File: src/rtl/move_scheduler.sv
// Queued motion-segment scheduler: a FIFO of segments is replayed as DDA tick strobes at a divided clock rate.
// Optional feature: define MOVE_SCHEDULER_ABORT_EN to add an abort input that flushes the queue and the active segment.
module move_scheduler #(
  parameter int DEPTH = 4,
  parameter int DIV_W = 24
) (
  input  logic                     CLK,
  input  logic                     resetn,
  input  logic                     enable,
  input  logic [DIV_W-1:0]         clock_divisor,
`ifdef MOVE_SCHEDULER_ABORT_EN
  input  logic                     abort,
`endif
  input  logic                     push_valid,
  output logic                     push_ready,
  input  logic                     push_dir,
  input  logic [63:0]              push_duration,
  input  logic signed [63:0]       push_increment,
  input  logic signed [63:0]       push_incinc,
  output logic                     seg_load,
  output logic                     seg_dir,
  output logic signed [63:0]       seg_increment,
  output logic signed [63:0]       seg_incinc,
  output logic                     dda_tick,
  output logic [63:0]              tick_remaining,
  output logic                     busy,
  output logic                     move_done,
  output logic                     underrun,
  output logic [$clog2(DEPTH):0]   fill
);

  localparam int PTR_W  = $clog2(DEPTH);
  localparam int FILL_W = PTR_W + 1;

  typedef enum logic [1:0] {S_IDLE, S_LOAD, S_RUN} state_t;

  // A programmed divisor of zero behaves as one tick per cycle.
  function automatic logic [DIV_W-1:0] eff_div(input logic [DIV_W-1:0] d);
    return (d == '0) ? DIV_W'(1) : d;
  endfunction

  logic                    mem_dir    [DEPTH];
  logic [63:0]             mem_dur    [DEPTH];
  logic signed [63:0]      mem_inc    [DEPTH];
  logic signed [63:0]      mem_incinc [DEPTH];

  logic [PTR_W-1:0]        r_wr_ptr;
  logic [PTR_W-1:0]        r_rd_ptr;
  logic [FILL_W-1:0]       r_fill;

  state_t                  r_state;
  logic                    r_busy;
  logic                    r_seg_load;
  logic                    r_seg_dir;
  logic signed [63:0]      r_seg_inc;
  logic signed [63:0]      r_seg_incinc;
  logic                    r_tick;
  logic [63:0]             r_remaining;
  logic [DIV_W-1:0]        r_cnt;
  logic                    r_done;
  logic                    r_underrun;

  logic                    w_abort;
  logic                    w_push;
  logic                    w_pop;
  logic [DIV_W-1:0]        w_div;
  logic [DIV_W:0]          w_cnt_inc;
  logic                    w_tick_due;

`ifdef MOVE_SCHEDULER_ABORT_EN
  assign w_abort = abort;
`else
  assign w_abort = 1'b0;
`endif

  assign push_ready = (r_fill < FILL_W'(DEPTH)) && !w_abort;
  assign w_push     = push_valid && push_ready;
  assign w_pop      = (r_state == S_LOAD) && !w_abort;
  assign w_div      = eff_div(clock_divisor);
  assign w_cnt_inc  = {1'b0, r_cnt} + 1'b1;
  // Compare against counter+1 so a divisor lowered below the count fires at once.
  assign w_tick_due = w_cnt_inc >= {1'b0, w_div};

  // Segment storage carries no reset; validity is tracked by fill.
  always_ff @(posedge CLK) begin
    if (w_push) begin
      mem_dir[r_wr_ptr]    <= push_dir;
      mem_dur[r_wr_ptr]    <= push_duration;
      mem_inc[r_wr_ptr]    <= push_increment;
      mem_incinc[r_wr_ptr] <= push_incinc;
    end
  end

  always_ff @(posedge CLK or negedge resetn) begin
    if (!resetn) begin
      r_wr_ptr <= '0;
      r_rd_ptr <= '0;
      r_fill   <= '0;
    end else if (w_abort) begin
      r_wr_ptr <= '0;
      r_rd_ptr <= '0;
      r_fill   <= '0;
    end else begin
      if (w_push) r_wr_ptr <= r_wr_ptr + 1'b1;
      if (w_pop)  r_rd_ptr <= r_rd_ptr + 1'b1;
      case ({w_push, w_pop})
        2'b10:   r_fill <= r_fill + 1'b1;
        2'b01:   r_fill <= r_fill - 1'b1;
        default: r_fill <= r_fill;
      endcase
    end
  end

  always_ff @(posedge CLK or negedge resetn) begin
    if (!resetn) begin
      r_state      <= S_IDLE;
      r_busy       <= 1'b0;
      r_seg_load   <= 1'b0;
      r_seg_dir    <= 1'b0;
      r_seg_inc    <= '0;
      r_seg_incinc <= '0;
      r_tick       <= 1'b0;
      r_remaining  <= '0;
      r_cnt        <= '0;
      r_done       <= 1'b0;
      r_underrun   <= 1'b0;
    end else begin
      r_seg_load <= 1'b0;
      r_tick     <= 1'b0;
      r_done     <= 1'b0;
      if (w_abort) begin
        r_state     <= S_IDLE;
        r_busy      <= 1'b0;
        r_remaining <= '0;
        r_cnt       <= '0;
      end else begin
        case (r_state)
          S_IDLE: begin
            if (enable && (r_fill != '0)) begin
              r_state <= S_LOAD;
              r_busy  <= 1'b1;
            end
          end
          S_LOAD: begin
            r_seg_dir    <= mem_dir[r_rd_ptr];
            r_seg_inc    <= mem_inc[r_rd_ptr];
            r_seg_incinc <= mem_incinc[r_rd_ptr];
            r_remaining  <= mem_dur[r_rd_ptr];
            r_cnt        <= '0;
            r_seg_load   <= 1'b1;
            r_state      <= S_RUN;
          end
          S_RUN: begin
            // Completion does not wait for enable; only the next load does.
            if (r_remaining == '0) begin
              r_done <= 1'b1;
              if (r_fill == '0) r_underrun <= 1'b1;
              if (enable && (r_fill != '0)) begin
                r_state <= S_LOAD;
              end else begin
                r_state <= S_IDLE;
                r_busy  <= 1'b0;
              end
            end else if (enable) begin
              if (w_tick_due) begin
                r_tick      <= 1'b1;
                r_cnt       <= '0;
                r_remaining <= r_remaining - 1'b1;
              end else begin
                r_cnt <= r_cnt + 1'b1;
              end
            end
          end
          default: begin
            r_state <= S_IDLE;
            r_busy  <= 1'b0;
          end
        endcase
      end
    end
  end

  assign seg_load       = r_seg_load;
  assign seg_dir        = r_seg_dir;
  assign seg_increment  = r_seg_inc;
  assign seg_incinc     = r_seg_incinc;
  assign dda_tick       = r_tick;
  assign tick_remaining = r_remaining;
  assign busy           = r_busy;
  assign move_done      = r_done;
  assign underrun       = r_underrun;
  assign fill           = r_fill;

endmodule
File: config.mk
export PLATFORM = sky130hd
export DESIGN_NAME = move_scheduler
export DESIGN_NICKNAME = d
export VERILOG_FILES = /design/src/rtl/move_scheduler.sv
export SDC_FILE = /design/constraint.sdc
export NUM_CORES = 1
export LEC_CHECK = 0
export CAP_MARGIN = 10
export CORE_MARGIN = 2
export CORE_UTILIZATION = 45
export DETAILED_ROUTE_END_ITERATION = 16
export GPL_TIMING_DRIVEN = 1
export MAX_ROUTING_LAYER = met4
export PLACE_DENSITY = 0.67
export SLEW_MARGIN = 20
export SYNTH_ARGS = -nofsm -noshare
export SYNTH_HDL_FRONTEND = slang
export SYNTH_SLANG_ARGS = --single-unit
File: constraint.sdc
create_clock -name CLK -period 7.56 [get_ports CLK]
set_input_delay 1.512 -clock CLK [delete_from_list [all_inputs] [get_ports CLK]]
set_output_delay 1.512 -clock CLK [all_outputs]
set_load 0.01 [all_outputs]
==> reports/metrics.yaml, run 1 <==
clock_network:
  htreeDepth: 3
  cts_tree: "built"
  clockBufferDepth: 3
  clock-sinks: 1003
  clockRootBuffer: "clkbuf_16"
  holdBufCountCts: 0
  clk_latency_ps: 680
  numCtsBuffers: 105
  clkTransAtPathRegs_ps: 60
  post_cts_resized: 0
  cts_setup_buffers: 0
global_route:
  grt_max_degree: 112
  antenna_found_initial: 23
  use_met2: 0.356
  grt_pass1_wl_um: 146000
  top_usage_layer: "met2"
  met1_usage: 0.277
  track_usage: 0.222
  overflow: 0
  met3_usage: 0.0609
  grt_pass1_vias: 23600
drt:
  wirelength_um: 96900
  drtIter0Drc: 1741
  drcViolationCount: 0
  avgViaCountPerCell: 5.53
  routedWlPerCell_um: 23.6
  vias: 22800
  detail-route-antenna-nets: 0
  dr.pass1.iters: 5
floorplanning:
  pin_count: 423
  initial_core_util: 0.455
  die-area_um2: 90300
  die_h_um: 301
  coreArea_um2: 86900
  rows: 108
  die_w_um: 301
setup_path:
  path_buf_inv: 1
  cp_max_fo: 12
  critical-path-max-stage-delay_ps: 620
  required_ps: 8100
  critPathCaptureType: "flip-flop"
  crit_chain: "nand3_1, nor3_1, nand2_1, or3_1, nor2_1, xor2_1, ha_1, nand3_1, nor4_1, nand2_1, a21oi_1, nor3_1, nor2_2, buf_4, a2bb2oi_1"
  cp_top_family: "simple AND/OR/NAND/NOR gates"
  crit_type: "reg -> reg"
  critPathLaunchType: "flip-flop"
  slowest_stage: "a21oi_1"
  worstPathArrival_ps: 5880
finish:
  fin_nets: 3093
  seq_area_um2: 29000
  fill_cells: 6699
  syn_to_final_growth_pct: 22.8
  multi_input_area_um2: 9990
  drive_gt1_frac: 0.147
sta:
  maxSlewViolCount: 0
  fin_tns_setup_ps: 0
  hold_violations: 0
  worst_pin_slew_ps: 1120
  fmax_ghz: 0.187
  finalClockSkew_ps: 24.0
  finalSetupViolations: 0
  rsz0062_at_grt: "no"
  relSlewSlack: 0.256
  post-route-period-util: 0.706
  post-route-min-period_ps: 5340
logic_synthesis:
  synthSimpleGateAreaFrac: 0.0799
  synth-xor-area-share: 0.00620
  synth_cell_type_count: 65
  ys_top_cells_by_area: "edfxtp_1, dfrtp_1, mux4_2"
  yosysSeqAreaShare: 0.732
  synth_compound_area_frac: 0.0443
  synth_edf_count: 772
  synthAdderAreaFrac: 0.0103
  ys.flop_type: "edfxtp_1"
  synth_most_common_cell: "edfxtp_1"
  async_reset_ff_frac: 0.230
  ys_ff_latch: 1003
  avgSynthCellArea_um2: 16.5
  synth_area_leader_cell: "edfxtp_1"
  synth_nets: 2653
  yosys-mux-area-fraction: 0.111
  synth_warnings: 0
  synth_area_um2: 39600
  netlist_instances: 2400
  synth_top_cell_area_share: 0.586
  netlist_top_cells_count: "edfxtp_1, nand2_1, dfrtp_1"
  synth_top_family_by_area: "multiplexers"
status:
  status: "complete, no violations"
place:
  io_buffers: 422
  place_congestion: 0.890
  hpwlAfterDp_um: 59000
worst_hold_path:
  hold_class: "reg -> reg"
flow_run:
  maxCapViolCount: 0
pwr:
  power.leakage_nw: 17.3
  finalPower_mw: 18.8
  peakVddDrop_mv: 0.281
  power.density_nw_per_um2: 387
## metal layers
metal / vias up / share of wire
met5: - / 0
met4: 0 / 0.026
met3: 159 / 0.083
met2: 789 / 0.49
met1: 11700 / 0.40
li1: 10100 / -
## flip-flops by register name, summed over array words and instances, names as in the netlist, 2 cells and up
name,cells
r_rd_ptr,2
tick_remaining,64
mem_inc,256
r_cnt,24
fill,3
mem_dur,256
mem_incinc,256
mem_dir,4
r_wr_ptr,2
seg_increment,64
r_state,2
seg_incinc,64
## final timing paths
check	cells after the start	slack, ps	end	startpoint
setup / recovery	15	2220	tick_remaining[26]	r_cnt[2]
hold / removal	1	470	underrun	underrun
setup reg to reg	15	2220	tick_remaining[26]	r_cnt[2]
hold reg to reg	1	470	underrun	underrun
max in group asynchronous	2	5070	r_rd_ptr[0]	resetn
min in group asynchronous	1	880	seg_increment[7]	resetn
## power by group
part	leakage, nW	switching (mW)	total, mW	internal (mW)
clock network	1.64	2.10	5.02	2.92
registers	9.87	0.748	7.88	7.13
logic	5.80	3.16	5.90	2.74
total	17.3	6.01	18.8	12.8
## kinds of logic (layout without fill, tap and decap cells)
kind of cell	Yosys count	count (layout)
compound gates	258	258
buf+inv	163	695
simple gates	720	720
mux	196	196
fa+ha+maj	32	32
flops	1003	1003
other cells	0	25
xor+xnor	28	28
## worst register-to-register path, cell delays in order (launching register included)
cell and delay [ps]:
dfrtp_1 460, nand3_1 270, nor3_1 570, nand2_1 320, or3_1 520, nor2_1 150
xor2_1 110, ha_1 290, nand3_1 130, nor4_1 480, nand2_1 150, a21oi_1 620
nor3_1 170, nor2_2 530, buf_4 360, a2bb2oi_1 100
## cells in the final DEF, fill, tap and decap left out, drive strengths merged, types with 29 or more instances in the layout
cell type and instances:
nor4 32, dfrtp 231, mux4 193, nand2 452
nand3 33, o21ai 77, nor2 86, edfxtp 772
nor3 38, ha 31, clkdlybuf4s50 421, clkinv 29
a21oi 67, inv 45, clkbuf 158, buf 32
## stage by stage
step           worst slack [ps]   util  instances  area [um2]  hold WS (ps)
2_1_floorplan               699      -       2400       39600           445
3_3_place_gp               2270  0.519       3888       45100           450
3_5_place_dp               2250  0.519       3888       45100           461
4_1_cts                    2240  0.558       4087       48500           476
5_1_grt                    1690  0.559       4109       48600           485
6_report                   2220  0.559       4112       48600           471
## layout make-up
class | count | share of cell area
clock buffer | 158 | 0.0619
timing repair buffer | 453 | 0.0937
inverter | 43 | 0.00337
multi-input combinational | 1234 | 0.206
antenna | 25 | 0.00129
clock inverter | 41 | 0.00793
sequential | 1003 | 0.596
tap | 1155 | 0.0298
Note: power is estimated with default switching activity, not from simulation.
==> run 2: changes to the inputs <==
clock period = 5.3 ns   (was 7.56 ns; I/O delays follow)
==> run 2 against run 1 <==
  * Combinational power increased by 44%
  * Sequential share of layout area decreased by 0.45 points
  * Via count is essentially flat
  * Worst hold slack lost 17 ps
  * Routed wire length grew 0.21%
  * Cell count increased by 0.12%
  * Non-clock buffer count is 18 higher
  * Clock power is 47% higher
  * First-iteration DRC count rose by 2.1%
  * Power up 44%
  * Global-route usage increased by 0.11 points
  * Cell area rose by 0.75%
  * Largest cell class unchanged
==> reports/metrics.yaml, run 2 (synthesis gave the netlist of run 1 again) <==
global_route:
  grt_pass1_wl_um: 147000  # +0.53%
  overflow: 0  # unchanged
  antenna_found_initial: 17  # -26%
  grt_pass1_vias: 23700  # +0.37%
  grt_max_degree: 133  # +19%
  track_usage: 0.223  # +0.00110
clock_network:
  cts_tree: "built"
  htreeDepth: 3  # unchanged
  clockRootBuffer: "clkbuf_16"
  clock-sinks: 1003  # unchanged
  clk_latency_ps: 650  # -30 ps
  clockBufferDepth: 3  # unchanged
  cts_setup_buffers: 0  # unchanged
  numCtsBuffers: 104  # -0.95%
  clkTransAtPathRegs_ps: 60  # about the same
setup_path:
  cp_max_fo: 105  # +93
  critPathCaptureType: "flip-flop"
  critPathLaunchType: "flip-flop"
  required_ps: 5840  # -2260 ps
  worstPathArrival_ps: 5260  # -620 ps
  crit_type: "reg -> reg"
pwr:
  peakVddDrop_mv: 0.402  # +43%
  p_seq_frac: 0.416  # -0.003
  switchingPower_mw: 8.58  # +43%
  p_int_mw: 18.5  # +45%
  power_frac_clock: 0.271  # +0.004
  p_sw_frac: 0.316  # -0.00330
  power.density_nw_per_um2: 554  # +43%
  power.leakage_nw: 17.5  # +1.0%
  combPwrFrac: 0.313  # about the same
worst_hold_path:
  hold_class: "in -> async"
finish:
  drive_gt1_frac: 0.154  # +0.00716
  layout_commonest_cell: "edfxtp_1"
  fill_cells: 6704  # +0.075%
  fin_nets: 3110  # +0.55%
  multi_input_area_um2: 9990  # about the same
  final_cell_mix: "edfxtp_1, nand2_1, clkdlybuf4s50_1, dfrtp_1, mux4_2"
  finalInstanceArea_um2: 48900  # +0.75%
  reg_top3: "mem_dur x256, mem_inc x256, mem_incinc x256"
  seq_area_um2: 29000  # unchanged
  syn_to_final_growth_pct: 23.7
place:
  post-place-ws_ps: 441  # -1810 ps
  io_buffers: 422  # unchanged
  placed_cell_area_um2: 45400  # +0.69%
  place_congestion: 0.883  # -0.79%
  hpwlAfterDp_um: 60900  # +3.2%
sta:
  hold_violations: 0  # unchanged
  post-route-min-period_ps: 4730  # -613 ps
  relSlewSlack: 0.294  # +0.0383
  post-route-period-util: 0.892  # +0.185
  finalWorstSetupSlack_ps: 574  # -1650 ps
  fmax_ghz: 0.212  # +13%
  worst_pin_slew_ps: 1060  # -57.5 ps
  finalSetupViolations: 0  # unchanged
  maxSlewViolCount: 0  # unchanged
  rsz0062_at_grt: "no"
  finalClockSkew_ps: 25.3  # +1.26 ps
  fin_tns_setup_ps: 0  # unchanged
status:
  status: "complete, no violations"
floorplanning:
  die_h_um: 301  # unchanged
  initial_core_util: 0.455  # unchanged
  rows: 108  # unchanged
  pin_count: 423  # unchanged
  die_w_um: 301  # unchanged
  die-area_um2: 90300  # unchanged
  coreArea_um2: 86900  # unchanged
drt:
  dr.pass1.iters: 7  # +2
  drcViolationCount: 0  # unchanged
  drtIter0Drc: 1778  # +2.1%
  vias: 22700  # -0.079%
  routedWlPerCell_um: 23.6  # about the same
  wirelength_um: 97100  # +0.21%
  avgViaCountPerCell: 5.52  # -0.20%
  detail-route-antenna-nets: 0  # unchanged
flow_run:
  maxCapViolCount: 0  # unchanged
[run 2: cell count changes in the layout (fill, tap and decap cells not counted), sizes merged, moves of 2 or more]
cell	before	now
inv	45	47
clkinv	29	26
bufinv	5	12
clkbuf	158	146
buf	32	50
diode	25	17
[run 2: worst paths after layout]
path                       slack, ps               from  depth (start not counted)            endpoint
setup / recovery                 570           r_cnt[2]                         15  tick_remaining[30]
hold / removal                   450             resetn                          1             fill[0]
setup reg to reg                 570           r_cnt[2]                         15  tick_remaining[30]
hold reg to reg                  470  seg_increment[31]                          2   seg_increment[31]
max in group asynchronous       3600             resetn                          2   seg_increment[23]
min in group CLK                 470  seg_increment[31]                          2   seg_increment[31]
[run 2: cell type report]
cell class | count | share of cell area
flip-flops and latches | 1003 | 0.592
multi-input cells | 1234 | 0.204
repair buffers | 471 | 0.0993
clock buffers | 146 | 0.0589
well taps | 1155 | 0.0295
clock inverters | 48 | 0.0119
inverters | 43 | 0.00335
diodes | 17 | 0.000869
[run 2: through the flow]
stage | hold WS [ps] | std cells | util | power (mW)
after floorplan | 445 | 2400 | - | 16.2
after global placement | 445 | 3906 | 0.523 | 19.8
after detailed placement | 461 | 3906 | 0.523 | 20.0
after CTS | 463 | 4100 | 0.563 | 27.4
after global routing | 497 | 4117 | 0.563 | 28.5
final | 454 | 4117 | 0.563 | 27.1
[run 2: what timing repair did]
item / 4_1_cts / 5_1_grt
resized for setup: 0 / 1
hold buffers: 0 / 0
setup endpoints to repair: 0 / 2
[run 2: routing by layer]
| metal | global-route usage | routed length, um | vias to the layer above |
|---|---|---|---|
| li1 | - | - | 10100 |
| met1 | 0.281 | 38700 | 11700 |
| met2 | 0.359 | 48200 | 772 |
| met3 | 0.0614 | 8290 | 134 |
| met4 | 0.0579 | 1990 | 0 |
| met5 | - | 0 | - |
[run 2: worst max-delay path: stages (launching register included)]
cell      delay (ps)
dfrtp_1          450
nand3_1          250
nor3_1           490
nand2_1          300
or3_1            510
nor2_1           140
xor2_1           230
ha_1             280
nand3_1          130
nor2_1            60
a221oi_1         410
o311ai_4         230
o31ai_4          280
buf_12           380
o21ba_2          230
o22a_1           170
[run 2: power by group through the flow]
stage | sequential [mW] | clock (mW) | combinational (mW)
4_1_cts | 11.3 | 7.53 | 8.62
6_report | 11.3 | 7.36 | 8.48
3_3_place_gp | 11.3 | 0 | 8.43
5_1_grt | 11.5 | 7.85 | 9.17
2_1_floorplan | 11.4 | 0 | 4.83
3_5_place_dp | 11.4 | 0 | 8.57
